--- src/rtl/scene_sequencer.sv ---
// Frame-synchronous scene scheduler: steps background scenes on a frame budget or a user request,
// inserts black blanking between scenes and drives the per-frame motion counter.
module scene_sequencer #(
    parameter int unsigned NUM_SCENES   = 11,
    parameter int unsigned SCENE_FRAMES = 120,
    parameter int unsigned BLANK_FRAMES = 8,
    parameter int unsigned FRAME_W      = 8
) (
    input  logic       clk,
    input  logic       rst_n,
    input  logic       vsync,
    input  logic       pause,
    input  logic       next,
    output logic [7:0] background_state,
    output logic [5:0] solid_color,
    output logic [9:0] moving_counter,
    output logic       blank,
    output logic       frame_tick,
    output logic       scene_change
);

    typedef enum logic [1:0] {ST_RUN, ST_BLANK, ST_PAUSED} state_e;

    localparam logic [FRAME_W-1:0] SCENE_LAST = FRAME_W'(SCENE_FRAMES - 1);
    localparam logic [FRAME_W-1:0] BLANK_LAST = FRAME_W'((BLANK_FRAMES != 0) ? BLANK_FRAMES - 1 : 0);
    localparam logic [7:0]         SCENE_MAX  = 8'(NUM_SCENES - 1);
    localparam logic [5:0]         COLOR_RST  = 6'b110000;

    state_e             state_q;
    logic               vsync_q;
    logic               next_q;
    logic               frame_tick_q;
    logic               scene_change_q;
    logic               blank_q;
    logic               next_pending_q;
    logic [FRAME_W-1:0] frame_cnt_q;
    logic [7:0]         scene_q;
    logic [5:0]         color_q;
    logic [9:0]         motion_q;

    logic [7:0]         scene_d;
    logic [5:0]         color_d;
    logic               next_rise;

    assign next_rise = next & ~next_q;

    always_comb begin
        scene_d = scene_q + 8'd1;
        color_d = color_q;
        if (scene_q == SCENE_MAX) begin
            scene_d = '0;
            color_d = {color_q[3:0], color_q[5:4]};
        end
    end

    always_ff @(posedge clk) begin
        if (!rst_n) begin
            state_q        <= ST_RUN;
            vsync_q        <= 1'b0;
            next_q         <= 1'b0;
            frame_tick_q   <= 1'b0;
            scene_change_q <= 1'b0;
            blank_q        <= 1'b0;
            next_pending_q <= 1'b0;
            frame_cnt_q    <= '0;
            scene_q        <= '0;
            color_q        <= COLOR_RST;
            motion_q       <= '0;
        end else begin
            vsync_q        <= vsync;
            next_q         <= next;
            frame_tick_q   <= vsync & ~vsync_q;
            scene_change_q <= 1'b0;

            if (frame_tick_q) begin
                case (state_q)
                    ST_RUN: begin
                        if (pause) begin
                            state_q <= ST_PAUSED;
                        end else if (next_pending_q || frame_cnt_q == SCENE_LAST) begin
                            scene_q        <= scene_d;
                            color_q        <= color_d;
                            frame_cnt_q    <= '0;
                            motion_q       <= '0;
                            next_pending_q <= 1'b0;
                            scene_change_q <= 1'b1;
                            if (BLANK_FRAMES != 0) begin
                                state_q <= ST_BLANK;
                                blank_q <= 1'b1;
                            end
                        end else begin
                            frame_cnt_q <= frame_cnt_q + FRAME_W'(1);
                            motion_q    <= motion_q + 10'd1;
                        end
                    end
                    ST_BLANK: begin
                        if (frame_cnt_q == BLANK_LAST) begin
                            frame_cnt_q <= '0;
                            state_q     <= ST_RUN;
                            blank_q     <= 1'b0;
                        end else begin
                            frame_cnt_q <= frame_cnt_q + FRAME_W'(1);
                        end
                    end
                    ST_PAUSED: begin
                        if (!pause) begin
                            state_q <= ST_RUN;
                        end else if (next_pending_q) begin
                            scene_q        <= scene_d;
                            color_q        <= color_d;
                            frame_cnt_q    <= '0;
                            motion_q       <= '0;
                            next_pending_q <= 1'b0;
                            scene_change_q <= 1'b1;
                        end
                    end
                    default: state_q <= ST_RUN;
                endcase
            end

            // Placed after the tick handling so an edge on a tick cycle survives to the next tick.
            if (next_rise && state_q != ST_BLANK) begin
                next_pending_q <= 1'b1;
            end
        end
    end

    assign background_state = scene_q;
    assign solid_color      = color_q;
    assign moving_counter   = motion_q;
    assign blank            = blank_q;
    assign frame_tick       = frame_tick_q;
    assign scene_change     = scene_change_q;

endmodule
--- config.mk ---
export PLATFORM = sky130hd
export DESIGN_NAME = scene_sequencer
export DESIGN_NICKNAME = d
export VERILOG_FILES = /design/src/rtl/scene_sequencer.sv
export SDC_FILE = /design/constraint.sdc
export NUM_CORES = 1
export LEC_CHECK = 0
export ABC_AREA = 0
export CORE_MARGIN = 2
export CORE_UTILIZATION = 45
export CTS_CLUSTER_SIZE = 25
export DETAILED_ROUTE_END_ITERATION = 16
export PLACE_DENSITY_LB_ADDON = 0.25
export SYNTH_ARGS = -nofsm -noshare
export SYNTH_HDL_FRONTEND = slang
export SYNTH_SLANG_ARGS = --single-unit
--- constraint.sdc ---
create_clock -name clk -period 3.1 [get_ports clk]
set_clock_uncertainty 0.2 [all_clocks]
set_input_delay 0.62 -clock clk [delete_from_list [all_inputs] [get_ports clk]]
set_output_delay 0.62 -clock clk [all_outputs]
set_load 0.02 [all_outputs]
==> impl_results.md <==
- Status: finished, final reports clean
- Drt drc: 0
- Port Buffers: 31
- CTS Hold Bufs: 0
- P per Cell Area: between 400 and 500 nW/um^2
- Multi-input gate area: 1320 um^2
- Final instance area: between 2000 and 3000 um^2
- # H-tree levels: 2
- Cell row count: 25
- FFs w/ async S/R, synth: 0%
- TritonRoute pass-1 iters: 4
- Initial Util: a little under half
- Global route total overflow: 0
- Post-synthesis cell type count: 53
- Height of the chip: about 74 um
- Vias in the first global route: ~1800
- CTS tree: built
- TNS Setup: 0 ns
- Final worst-path cycle share: 85.5%
- Startpoint types: input port
- Switching portion of total power: around 22%
- Nets: approximately 300
- Clk network pwr share: around half
- Clock Tree Root: clkbuf_8
- Internal power: 0.000962 W
- Post-synth top area share: 35.9%
- Area contributors post-synth: dfxtp_1, ha_1, nand2_1
- Slowest-stage cell, CP: clkdlybuf4s50_1
- Synthesis Warnings: 0
- Clock Path Buffers: 2
- Register area: about 800 um^2
- Ant. Diodes: 0
- Comb pwr share: under 10%
- Initial antenna violation count: 0
- Max incr delay on CP: between 0.5 and 0.6 ns
- Avg Inst Size Synth: about 8.5 um^2
- Crit. End Element: register
- WL/cell: approximately 14 um
- Most frequent cells after synthesis: dfxtp_1, nand2_1, nor2_1, a21oi_1, nand3_1
- Post-layout min period: about 2.7 ns
- Cell Chain, Critical Path: clkdlybuf4s50_1 -> buf_4 -> nor4bb_1 -> nor2_1 -> a2111oi_0 -> and4b_1
- Worst-Margin Slew: between 1 and 1.5 ns
- # setup viols final: 0
- Max-slew headroom: about 29%
- First-pass GRT wire length: 8.36 mm
- Post-synth EDFFs: 0
- Seq pwr share: 43.0%
- Syn nets: roughly 280
- Mapped Area: between 2000 and 2500 um^2
- # fillers: about 440
- Final Max Tran Viols: 0
- Via count: ~2100
- Vias/cell: between 5 and 6
- Layout cells sized above 1: approximately 8.6%
- DP Area: between 2000 and 3000 um^2
- Critical-path maximum fanout: 10
- Area growth syn-to-layout: 23.8%
- I/O pin total: 32
- Switch Pwr: 0.000272 W
- Worst EP arrival: around 2.7 ns
- WP data required: slightly above 3 ns
- Hold Path Class: register to register
- Seq/Total Area, Yosys: a little over a third
- Peak supply drop: between 0.2 and 0.25 mV
- Routed wire length: between 5 and 6 mm
- Largest net degree at the start of global routing: 25
- Total Power: about 0.0012 W
- Routability cong.: around 0.79
- Final HPWL DP: 3.54 mm
- Drt initial violations: ~120
- Post CTS Setup Buffer Count: 0
- Clk_lat worst skew: ~0.3 ns
- RSZ-0062 raised after global routing: no
- Top_reg_cell synth: dfxtp_1
- Antenna Nets Post-Route: 0
- Most instantiated library cell after synthesis: dfxtp_1
- Final hold vios: 0
- Max cap viols: 0
- Die ar.: around 5500 um^2
- Area leader, netlist: dfxtp_1
- CTS clk-pin slew, worst paths: approximately 0.080 ns
- Leakage: ~0.90 nW
- GRT Total Usage: between 10% and 20%
- Fmax: around 380 MHz
- Area of the core: 4750 um^2
- Crit path kind: input port to register
- Clock Sinks: 40
- Post_cts resized: 0
- Num CTS Buffers: 5
- Die extent in x: roughly 74 um
- Yosys reg bits: 40
- Syn Inst Count: roughly 260
[power groups by stage]
stage / combinational, W / clock [W] / sequential [W]
6_report: 0.000102 / 0.000601 / 0.000531
5_1_grt: 0.000112 / 0.000629 / 0.000532
4_1_cts: 0.000101 / 0.000606 / 0.000531
3_5_place_dp: 0.000100 / 0 / 0.000543
3_3_place_gp: 0.0000988 / 0 / 0.000543
2_1_floorplan: 0.0000712 / 0 / 0.000542
[kinds of logic after synthesis]
logic type / after synthesis / share of synthesized area [%]
fa+ha+maj: 8 / 4.49
buf+inv: 25 / 4.88
simple gates: 108 / 27.5
flops: 40 / 35.9
mux: 8 / 3.59
compound gates: 65 / 20.5
xor+xnor: 8 / 3.14
[critical path, delay by kind of cell]
family                 cells  cell delay, ns
AO/OA/AOI/OAI              1            0.46
AND/OR/NAND/NOR            3            0.80
buffers and inverters      2            0.76
[sequential cells by signal, indices dropped and copies added (netlist names)]
name,flops
frame_tick,1
state_q,2
background_state,8
moving_counter,10
blank,1
solid_color,6
scene_change,1
vsync_q,1
frame_cnt_q,8
next_q,1
next_pending_q,1
[through the flow]
step	hold slack, ns	std cells	utilization (%)	setup WS [ns]
final	0.183	359	58.1	0.449
after global routing	0.212	359	58.1	0.235
after CTS	0.185	359	58.1	0.499
after detailed placement	0.174	351	54.7	0.203
after global placement	0.170	351	54.7	0.247
after floorplan	0.167	262	-	0.785
[layout by cell type (no fill, tap or decap), drive strengths merged, types with 7 or more instances in the layout]
cell type	netlist	final
a2111oi	7	7
a21oi	16	16
buf	7	7
clkdlybuf4s50	0	31
dfxtp	40	40
ha	8	8
inv	8	8
mux2i	8	8
nand2	22	22
nand3	16	16
nand4	7	7
nor2	19	19
nor3	8	8
o211ai	8	8
o21ai	8	8
[final cells by class]
class | count | area share [%]
clock buffer | 5 | 2.49
clock inverter | 3 | 3.26
inverter | 9 | 1.22
multi-input combinational | 197 | 47.8
sequential | 40 | 29.0
tap | 67 | 3.04
timing repair buffer | 38 | 13.1
[per-layer routing]
layer,wire length (um),GRT usage [%]
met5,0,0
met4,83,7.74
met3,230,4.47
met2,2220,30.6
met1,2490,25.6
[final timing paths]
check | startpoint | slack (ns) | endpoint | cells past startpoint
worst max-delay path | pause | 0.45 | background_state[5] | 6
worst min-delay path | vsync_q | 0.18 | frame_tick | 1
worst max register to register | state_q[0] | 0.56 | frame_cnt_q[5] | 6
worst min register to register | vsync_q | 0.18 | frame_tick | 1
No activity file was read; power rests on OpenSTA's default activity.
